==> src/rtl/rr_grant_arbiter_if.sv <==
// Request/grant bundle between the sixteen requesters and the arbiter.
// The requester side drives req and observes the grant outputs.
// The arbiter side samples req and drives the grant outputs.
interface rr_grant_arbiter_if;
  logic [15:0] req;
  logic [15:0] grant;
  logic [3:0]  grant_idx;
  logic        grant_valid;

  // Requester side.
  modport master (
    output req,
    input  grant,
    input  grant_idx,
    input  grant_valid
  );

  // Arbiter side.
  modport slave (
    input  req,
    output grant,
    output grant_idx,
    output grant_valid
  );
endinterface

==> src/rtl/rr_grant_arbiter.sv <==
// Sixteen-way round-robin arbiter with a registered one-hot grant and an
// optional hold limit that lets a waiting requester preempt a long owner.
module rr_grant_arbiter #(
  parameter int MAX_HOLD = 8
) (
  input  logic                 clk,
  input  logic                 rst,
  rr_grant_arbiter_if.slave    bus
);

  typedef enum logic {
    IDLE = 1'b0,
    OWN  = 1'b1
  } state_t;

  // Preemption fires when the counter reaches MAX_HOLD-1, so the owner sees
  // exactly MAX_HOLD grant cycles before the switching edge.
  localparam logic       PREEMPT_EN = (MAX_HOLD != 0);
  localparam logic [7:0] HOLD_LAST  = (MAX_HOLD == 0) ? 8'd0 : 8'(MAX_HOLD - 1);

  state_t      state_reg, state_next;
  logic [3:0]  ptr_reg, ptr_next;
  logic [7:0]  hold_cnt_reg, hold_cnt_next;
  logic [3:0]  idx_reg, idx_next;
  logic        valid_reg, valid_next;
  logic [15:0] grant_reg, grant_next;

  logic [15:0] owner_bit;
  logic [15:0] others;
  logic [15:0] pick_mask;
  logic        pick_found;
  logic [3:0]  pick_idx;
  logic [15:0] pick_onehot;

  // First set bit of mask, scanning upward from start with 15 -> 0 wrap.
  // The loop runs from the farthest offset down so the nearest hit wins.
  function automatic logic [4:0] pick(input logic [15:0] mask, input logic [3:0] start);
    logic [4:0] result;
    logic [3:0] k;
    result = 5'd0;
    for (int off = 15; off >= 0; off--) begin
      k = start + 4'(off);
      if (mask[k]) begin
        result = {1'b1, k};
      end
    end
    return result;
  endfunction

  // Mask off the current owner so handoff and preemption only consider waiters.
  assign owner_bit = 16'h0001 << idx_reg;
  assign others    = bus.req & ~owner_bit;

  // From IDLE every requester competes; while owning only the others do.
  assign pick_mask = (state_reg == IDLE) ? bus.req : others;
  assign {pick_found, pick_idx} = pick(pick_mask, ptr_reg);

  // One-hot decode of the winner, loaded into the grant flops directly.
  generate
    for (genvar gi = 0; gi < 16; gi++) begin : g_onehot
      assign pick_onehot[gi] = (pick_idx == 4'(gi));
    end
  endgenerate

  // Next-state and next-output decision for the IDLE/OWN controller.
  always_comb begin
    state_next    = state_reg;
    ptr_next      = ptr_reg;
    hold_cnt_next = hold_cnt_reg;
    idx_next      = idx_reg;
    valid_next    = valid_reg;
    grant_next    = grant_reg;

    case (state_reg)
      IDLE: begin
        if (pick_found) begin
          state_next    = OWN;
          idx_next      = pick_idx;
          valid_next    = 1'b1;
          grant_next    = pick_onehot;
          ptr_next      = pick_idx + 4'd1;
          hold_cnt_next = 8'd0;
        end
      end

      OWN: begin
        if (!bus.req[idx_reg]) begin
          // Owner released: hand off with no idle gap, or go idle.
          if (pick_found) begin
            idx_next      = pick_idx;
            grant_next    = pick_onehot;
            ptr_next      = pick_idx + 4'd1;
            hold_cnt_next = 8'd0;
          end else begin
            state_next = IDLE;
            valid_next = 1'b0;
            grant_next = 16'h0000;
          end
        end else if (PREEMPT_EN && (hold_cnt_reg == HOLD_LAST) && pick_found) begin
          // Hold limit reached with someone waiting: owner keeps its request
          // and rejoins the rotation.
          idx_next      = pick_idx;
          grant_next    = pick_onehot;
          ptr_next      = pick_idx + 4'd1;
          hold_cnt_next = 8'd0;
        end else if (hold_cnt_reg != 8'hFF) begin
          hold_cnt_next = hold_cnt_reg + 8'd1;
        end
      end

      default: begin
        state_next = IDLE;
        valid_next = 1'b0;
        grant_next = 16'h0000;
      end
    endcase
  end

  // State and output registers; reset drops the grant immediately.
  always_ff @(posedge clk or posedge rst) begin
    if (rst) begin
      state_reg    <= IDLE;
      ptr_reg      <= 4'd0;
      hold_cnt_reg <= 8'd0;
      idx_reg      <= 4'd0;
      valid_reg    <= 1'b0;
      grant_reg    <= 16'h0000;
    end else begin
      state_reg    <= state_next;
      ptr_reg      <= ptr_next;
      hold_cnt_reg <= hold_cnt_next;
      idx_reg      <= idx_next;
      valid_reg    <= valid_next;
      grant_reg    <= grant_next;
    end
  end

  assign bus.grant       = grant_reg;
  assign bus.grant_idx   = idx_reg;
  assign bus.grant_valid = valid_reg;

endmodule
==> src/flat_wrapper.sv <==
// flat-port wrapper written by rule: the top's interface ports become plain ports
module rr_grant_arbiter_flat 
#(
  parameter int MAX_HOLD = 8
)
  (clk, rst, bus_req, bus_grant, bus_grant_idx, bus_grant_valid);
  rr_grant_arbiter_if bus_i ();
  input  logic clk;
  input  logic rst;
  input wire logic [$bits(bus_i.req)-1:0] bus_req;
  output wire logic [$bits(bus_i.grant)-1:0] bus_grant;
  output wire logic [$bits(bus_i.grant_idx)-1:0] bus_grant_idx;
  output wire logic [$bits(bus_i.grant_valid)-1:0] bus_grant_valid;
  assign bus_i.req = bus_req;
  assign bus_grant = bus_i.grant;
  assign bus_grant_idx = bus_i.grant_idx;
  assign bus_grant_valid = bus_i.grant_valid;
  rr_grant_arbiter #(.MAX_HOLD(MAX_HOLD)) u_core (.clk(clk), .rst(rst), .bus(bus_i));
endmodule
==> config.mk <==
export PLATFORM = sky130hd
export DESIGN_NAME = rr_grant_arbiter_flat
export DESIGN_NICKNAME = d
export VERILOG_FILES = /design/src/rtl/rr_grant_arbiter_if.sv /design/src/rtl/rr_grant_arbiter.sv /design/src/flat_wrapper.sv
export SDC_FILE = /design/constraint.sdc
export NUM_CORES = 1
export LEC_CHECK = 0
export BUFFER_PORTS_ARGS = -buffer_cell sky130_fd_sc_hd__buf_2
export CAP_MARGIN = 40
export CORE_ASPECT_RATIO = 0.75
export CORE_MARGIN = 2
export CORE_UTILIZATION = 45
export DETAILED_ROUTE_END_ITERATION = 8
export HOLD_SLACK_MARGIN = 0.08
export PLACE_DENSITY = 0.68
export SETUP_SLACK_MARGIN = 0.4
export SKIP_CTS_REPAIR_TIMING = 1
export SLEW_MARGIN = 30
export SYNTH_ARGS = -nofsm -noshare
export SYNTH_HDL_FRONTEND = slang
export SYNTH_SLANG_ARGS = --single-unit
==> constraint.sdc <==
create_clock -name clk -period 4.6 [get_ports clk]
set_input_delay 0.69 -clock clk [delete_from_list [all_inputs] [get_ports clk]]
set_output_delay 0.69 -clock clk [all_outputs]
set_load 0.005 [all_outputs]
# Yosys cells after proc, flatten, opt, wreduce, memory -nomap -nowiden
# Cells that the tools add are included.
dict set report word_totals {
  regBits 34
  out_inout_bits 21
  wordCells 146
}
dict set report op_classes {
  add_sub_neg 17
  order_cmp 17
  n_eq_ne 22
  shift 1
  muxes 76
  bitwise_logic 3
  reduce_logical 4
}
# cell n
set op_table {}
lappend op_table {{$lt A4 B5 Y1 const B} 17}
lappend op_table {{$mux W16} 5}
lappend op_table {{$mux W5} 16}
lappend op_table {{$bmux W1 S4} 17}
lappend op_table {{$add A4 B4 Y4 const B} 8}
lappend op_table {{$eq A4 B4 Y1 const B} 8}
lappend op_table {{$mux W8} 4}
lappend op_table {{$pmux W16 S2} 1}
lappend op_table {{$mux W4} 6}
lappend op_table {{$mux W1} 22}
lappend op_table {{$add A4 B3 Y4 const B} 4}
lappend op_table {{$and A16 B16 Y16} 1}
lappend op_table {{$eq A4 B3 Y1 const B} 4}
lappend op_table {{$not A16 Y16} 1}
lappend op_table {{$pmux W4 S2} 2}
lappend op_table {{$pmux W8 S2} 1}
lappend op_table {{$shl A1 B4 Y16 const A} 1}
lappend op_table {{$add A4 B1 Y4 const B} 2}
lappend op_table {{$add A4 B2 Y4 const B} 2}
lappend op_table {{$add A8 B1 Y8 const B} 1}
lappend op_table {{$eq A4 B2 Y1 const B} 2}
lappend op_table {{$eq A8 B3 Y1 const B} 1}
lappend op_table {{$ne A8 B8 Y1 const B} 1}
lappend op_table {{$eq A4 B1 Y1 const B} 1}
lappend op_table {{10 further kinds} 12}

# Logic depth before layout (Yosys ltp)
dict set report logic_depth {
  ltp_word 26
  mapped_depth 18
}

# Worst setup path before layout
# No wires, ideal clock.
dict set report synth_path {
  kind {flip-flop to flip-flop}
  from {register u_core.ptr_reg[0]}
  to {register u_core.ptr_reg[2]}
  setup_ns 0.133
  arrival_time_ns 4.560
  required_time_ns 4.467
  setup_slack_ns -0.092
  path_stages_with_launch 16
  period_less_slack_ns 4.692
  cell_sequence {dfrtp_1 -> buf_2 -> clkinv_1 -> buf_1 -> clkbuf_1 -> ha_1 -> xor2_1 -> mux4_2 -> mux2_4 -> nor4b_4 -> and2_4 -> o2111ai_1 -> a31o_2 -> ha_1 -> xnor2_1 -> o21ai_1}
}
dict set report synth_via {
  elab_chain_cells 23
}
# element line_no
set synth_rtl {}
lappend synth_rtl {{from (decl)} rr_grant_arbiter.sv:22} ;# logic [3:0] ptr_reg, ptr_next;
lappend synth_rtl {{from (signal assigned)} rr_grant_arbiter.sv:130} ;# ptr_reg <= ptr_next;
lappend synth_rtl {{$add A4 B4 Y4} rr_grant_arbiter.sv:42} ;# k = start + 4'(off);
lappend synth_rtl {{$bmux W1 S4} rr_grant_arbiter.sv:43} ;# if (mask[k]) begin
lappend synth_rtl {{$mux W1 (implied by the code)} rr_grant_arbiter.sv:43}
lappend synth_rtl {{$mux W5 (15 in series)} rr_grant_arbiter.sv:43}
lappend synth_rtl {{$mux W5 *} rr_grant_arbiter.sv:43}
lappend synth_rtl {{$add A4 B1 Y4} {rr_grant_arbiter.sv:81, rr_grant_arbiter.sv:92, rr_grant_arbiter.sv:104}}
lappend synth_rtl {{$mux W4 (on tied branches)} {rr_grant_arbiter.sv:76, rr_grant_arbiter.sv:89, rr_grant_arbiter.sv:99}}
lappend synth_rtl {{$mux W4} rr_grant_arbiter.sv:87} ;# if (!bus.req[idx_reg]) begin
lappend synth_rtl {{$pmux W4 S2} rr_grant_arbiter.sv:74} ;# case (state_reg)
# Mark *: on every way between the ends. The rest lies on a longest branch, timed or not. The select of a mux whose other input is x is not followed.
# A chain may end at the register's enable or synchronous reset.

# Worst setup path in the final report
dict set report layout_path {
  from {register u_core.ptr_reg[0]}
  to {register u_core.grant_reg[14], in the netlist u_core.bus.grant[14]}
}
dict set report layout_via {
  elab_chain_cells 23
}
# element line_no
set layout_rtl {}
lappend layout_rtl {{$add A4 B4 Y4} rr_grant_arbiter.sv:42}
lappend layout_rtl {{$bmux W1 S4} rr_grant_arbiter.sv:43}
lappend layout_rtl {{$mux W1 (implied by the code)} rr_grant_arbiter.sv:43}
lappend layout_rtl {{$mux W5 (15 in series)} rr_grant_arbiter.sv:43}
lappend layout_rtl {{$mux W5 *} rr_grant_arbiter.sv:43}
lappend layout_rtl {{$eq A4 B4 Y1} rr_grant_arbiter.sv:61} ;# assign pick_onehot[gi] = (pick_idx == 4'(gi));
lappend layout_rtl {{$mux W16 (on tied branches)} {rr_grant_arbiter.sv:89, rr_grant_arbiter.sv:99}}
lappend layout_rtl {{$mux W16} rr_grant_arbiter.sv:87}
lappend layout_rtl {{$pmux W16 S2} rr_grant_arbiter.sv:74}
lappend layout_rtl {{to (signal assigned)} rr_grant_arbiter.sv:134} ;# grant_reg <= grant_next;
lappend layout_rtl {{to (decl)} rr_grant_arbiter.sv:26} ;# logic [15:0] grant_reg, grant_next;
# Marked as above.

==> metrics <==
port bufs 38; cell type contributing the most total cell area after synthesis mux4_2; worst slew slack as a fraction of its limit 0.5008; critical-path cell list buf_4, ha_1, xnor2_1, mux4_2, mux2i_4, and2_1, o311ai_1, o211ai_1, a41oi_2, buf_4, ha_1, a32o_1; result of the run complete, no violations; number of cells on the worst reg-to-reg path 12; classification of the worst-slack hold path flop to flop; Warnings, synthesis 0; Non-Filler Cell Area, Final 5351 µm²; most common cell after layout, fill and taps aside mux4_2; Seq/Total Area, Yosys 0.1817; # diodes 0; wire length of the first global-routing pass 24450 µm; Setup-failing EPs final 0; Clock Skew 3.972 ps; routability congestion estimate 1.042; pin count of the biggest net entering global routing 35; CTS tree yes; count of standard-cell rows 32; number of buffers on the longest clock path 2; number of distinct library cells after synthesis 76; fraction of registers with async set/reset 1.000; count of vias placed by the detailed router 4648; crit path buf inv count 2; summed negative setup slack over all endpoints 0 ps; Sinks on Clock Net 34; Net count, final between 500 and 600; area delta synth->final 14.30%; Worst Hold Depth 1; final core occ 0.5241; All-Layer GR Usage 0.2832; overall die area 11240 µm²; die boundary height ~92 µm; final routed wirelength across all metal layers ~16000 µm; stage delay of the slowest cell on the critical path 630 ps; dominant combinational cell family by area after synthesis multiplexers; area fraction in and, or, nand and nor cells after synthesis 0.1419; initial cell density of the core 0.4586; share of cells above drive strength 1 0.3055; xor/xnor cell area share of the yosys netlist 0.03180; clk_lat worst skew 280 ps; required arrival time at the worst endpoint 4760 ps; type of destination of the critical path flop; max-cap check violation count 0; number of antenna-violating nets in the routed design 0; startpoint class of the critical path flop; endpoint arrival time on the critical path 4230 ps; commonest cells after routing, fill and taps aside mux4_2 (39), nand2_1 (38), mux2i_1 (38), buf_2 (38), nor2_1 (35); number of max-slew violations in the final report 0; top-area cell type share of the netlist area 0.1876; placed wire-length estimate after detailed placement roughly 12000 µm; adder-cell area share of the yosys netlist 0.03207; I/O pin cnt 39; count of unresolved DRC violations after routing 0; number of buffers added by the clock tree synthesis step 5; cells taking the most area after synthesis mux4_2 (19%), dfrtp_1 (18%), mux2i_1 (8.1%); Routed wire per std cell 23.78 µm; slowest cell on the critical path xnor2_1; fraction of the cycle the final worst path needs 0.8842; detailed router's first-iteration violation count 567; Post-Syn Nets ~500; most instantiated flip-flop cell in the synthesis netlist dfrtp_1; Post-synth EDFFs 0; total standard cell area after synthesis 4682 µm²; maximum net fanout on the critical path 28; Die Wd 121.8 µm; path length in cells of the critical path 12; post-synthesis sequential element count 34; number of H-tree branching levels 2; proportion of synthesized area in mux cells 0.3041; number of global-route vias before repair 4195; number of vias per cell ~7.0; final hold violations 0; kind of critical path flop to flop; highest attainable clock frequency 0.2459 GHz; Post-Synthesis Mean Instance Area 9.654 µm²; Crit path max-delay family compound AO/OA/AOI/OAI gates; area fraction in compound gates after synthesis 0.2654; core area 10210 µm²; time the final worst path needs with I/O delays and setup 4067 ps; number of iterations in the first detailed-routing pass 5; RSZ-0062 raised after global routing no; area post-placement between 5000 and 6000 µm²; clock-pin slew on the worst setup and hold paths 50 ps; clock tree root buffer cell clkbuf_16; initial antenna violation count 0; aggregate global routing overflow 0; Gate Count Post-Synth just under 500; worst slew pin tran 743.5 ps; max reg flops 16
synth_stat cells (3+ instances only):
library cell / count
a211oi_1: 3
a21o_1: 5
a21oi_1: 18
a221oi_1: 5
a2bb2oi_1: 3
a31oi_1: 6
a32o_1: 17
and2_1: 5
buf_1: 7
buf_2: 8
buf_6: 3
clkbuf_1: 11
dfrtp_1: 34
ha_1: 12
inv_1: 11
mux2_2: 5
mux2i_1: 38
mux2i_4: 3
mux4_2: 39
nand2_1: 38
nand2b_1: 4
nand3_1: 12
nand3b_1: 5
nand4_1: 3
nor2_1: 35
nor3_1: 8
o2111ai_1: 9
o211ai_1: 9
o21a_1: 11
o21ai_0: 17
o21ai_1: 14
o21ai_2: 3
o21ai_4: 3
o221ai_1: 3
o22ai_1: 8
xnor2_1: 13
xor2_1: 4
cells by family after synthesis:
group                      Yosys count
and+or+nand+nor                    127
xor gates and xnor gates            17
AOI/OAI and AO/OA                  163
muxes                               88
DFF                                 34
buffers and inverters               44
adders and majority gates           12
area by class of cell:
class	count	area, µm²
fill	929	4858
multi-input combinational	407	3732
sequential	34	855.8
timing repair buffer	66	400.4
tap	136	170.2
clock buffer	6	138.9
inverter	14	53.80
final timing paths:
check / startpoint / end / slack (ps)
min reg2reg: u_core.bus.grant[13] / u_core.bus.grant[13] / 480
min: u_core.bus.grant[13] / u_core.bus.grant[13] / 480
max: u_core.ptr_reg[0] / u_core.bus.grant[14] / 530
max reg2reg: u_core.ptr_reg[0] / u_core.bus.grant[14] / 530
max in group asynchronous: rst / u_core.state_reg / 3770
min in group asynchronous: rst / u_core.ptr_reg[0] / 500
per-stage QoR:
step / setup WS (ps) / std cells / hold slack (ps)
after global placement: 330.0 / 649 / 471.3
after detailed placement: 131.7 / 649 / 476.2
final: 532.6 / 663 / 484.6
after CTS: 99.66 / 655 / 487.7
after global routing: 389.1 / 663 / 499.5
after floorplan: 439.6 / 485 / 482.2
routing by layer:
layer	part of all wire	vias up	GRT usage
met5	0	-	0
met4	0.025	0	0.06513
met3	0.13	38	0.06527
met2	0.40	309	0.3864
met1	0.44	2267	0.4477
li1	-	2034	-
Power is left out: the tool's default activity adds up to more than one toggle a clock period on the data nets, which glitch-free logic cannot reach.
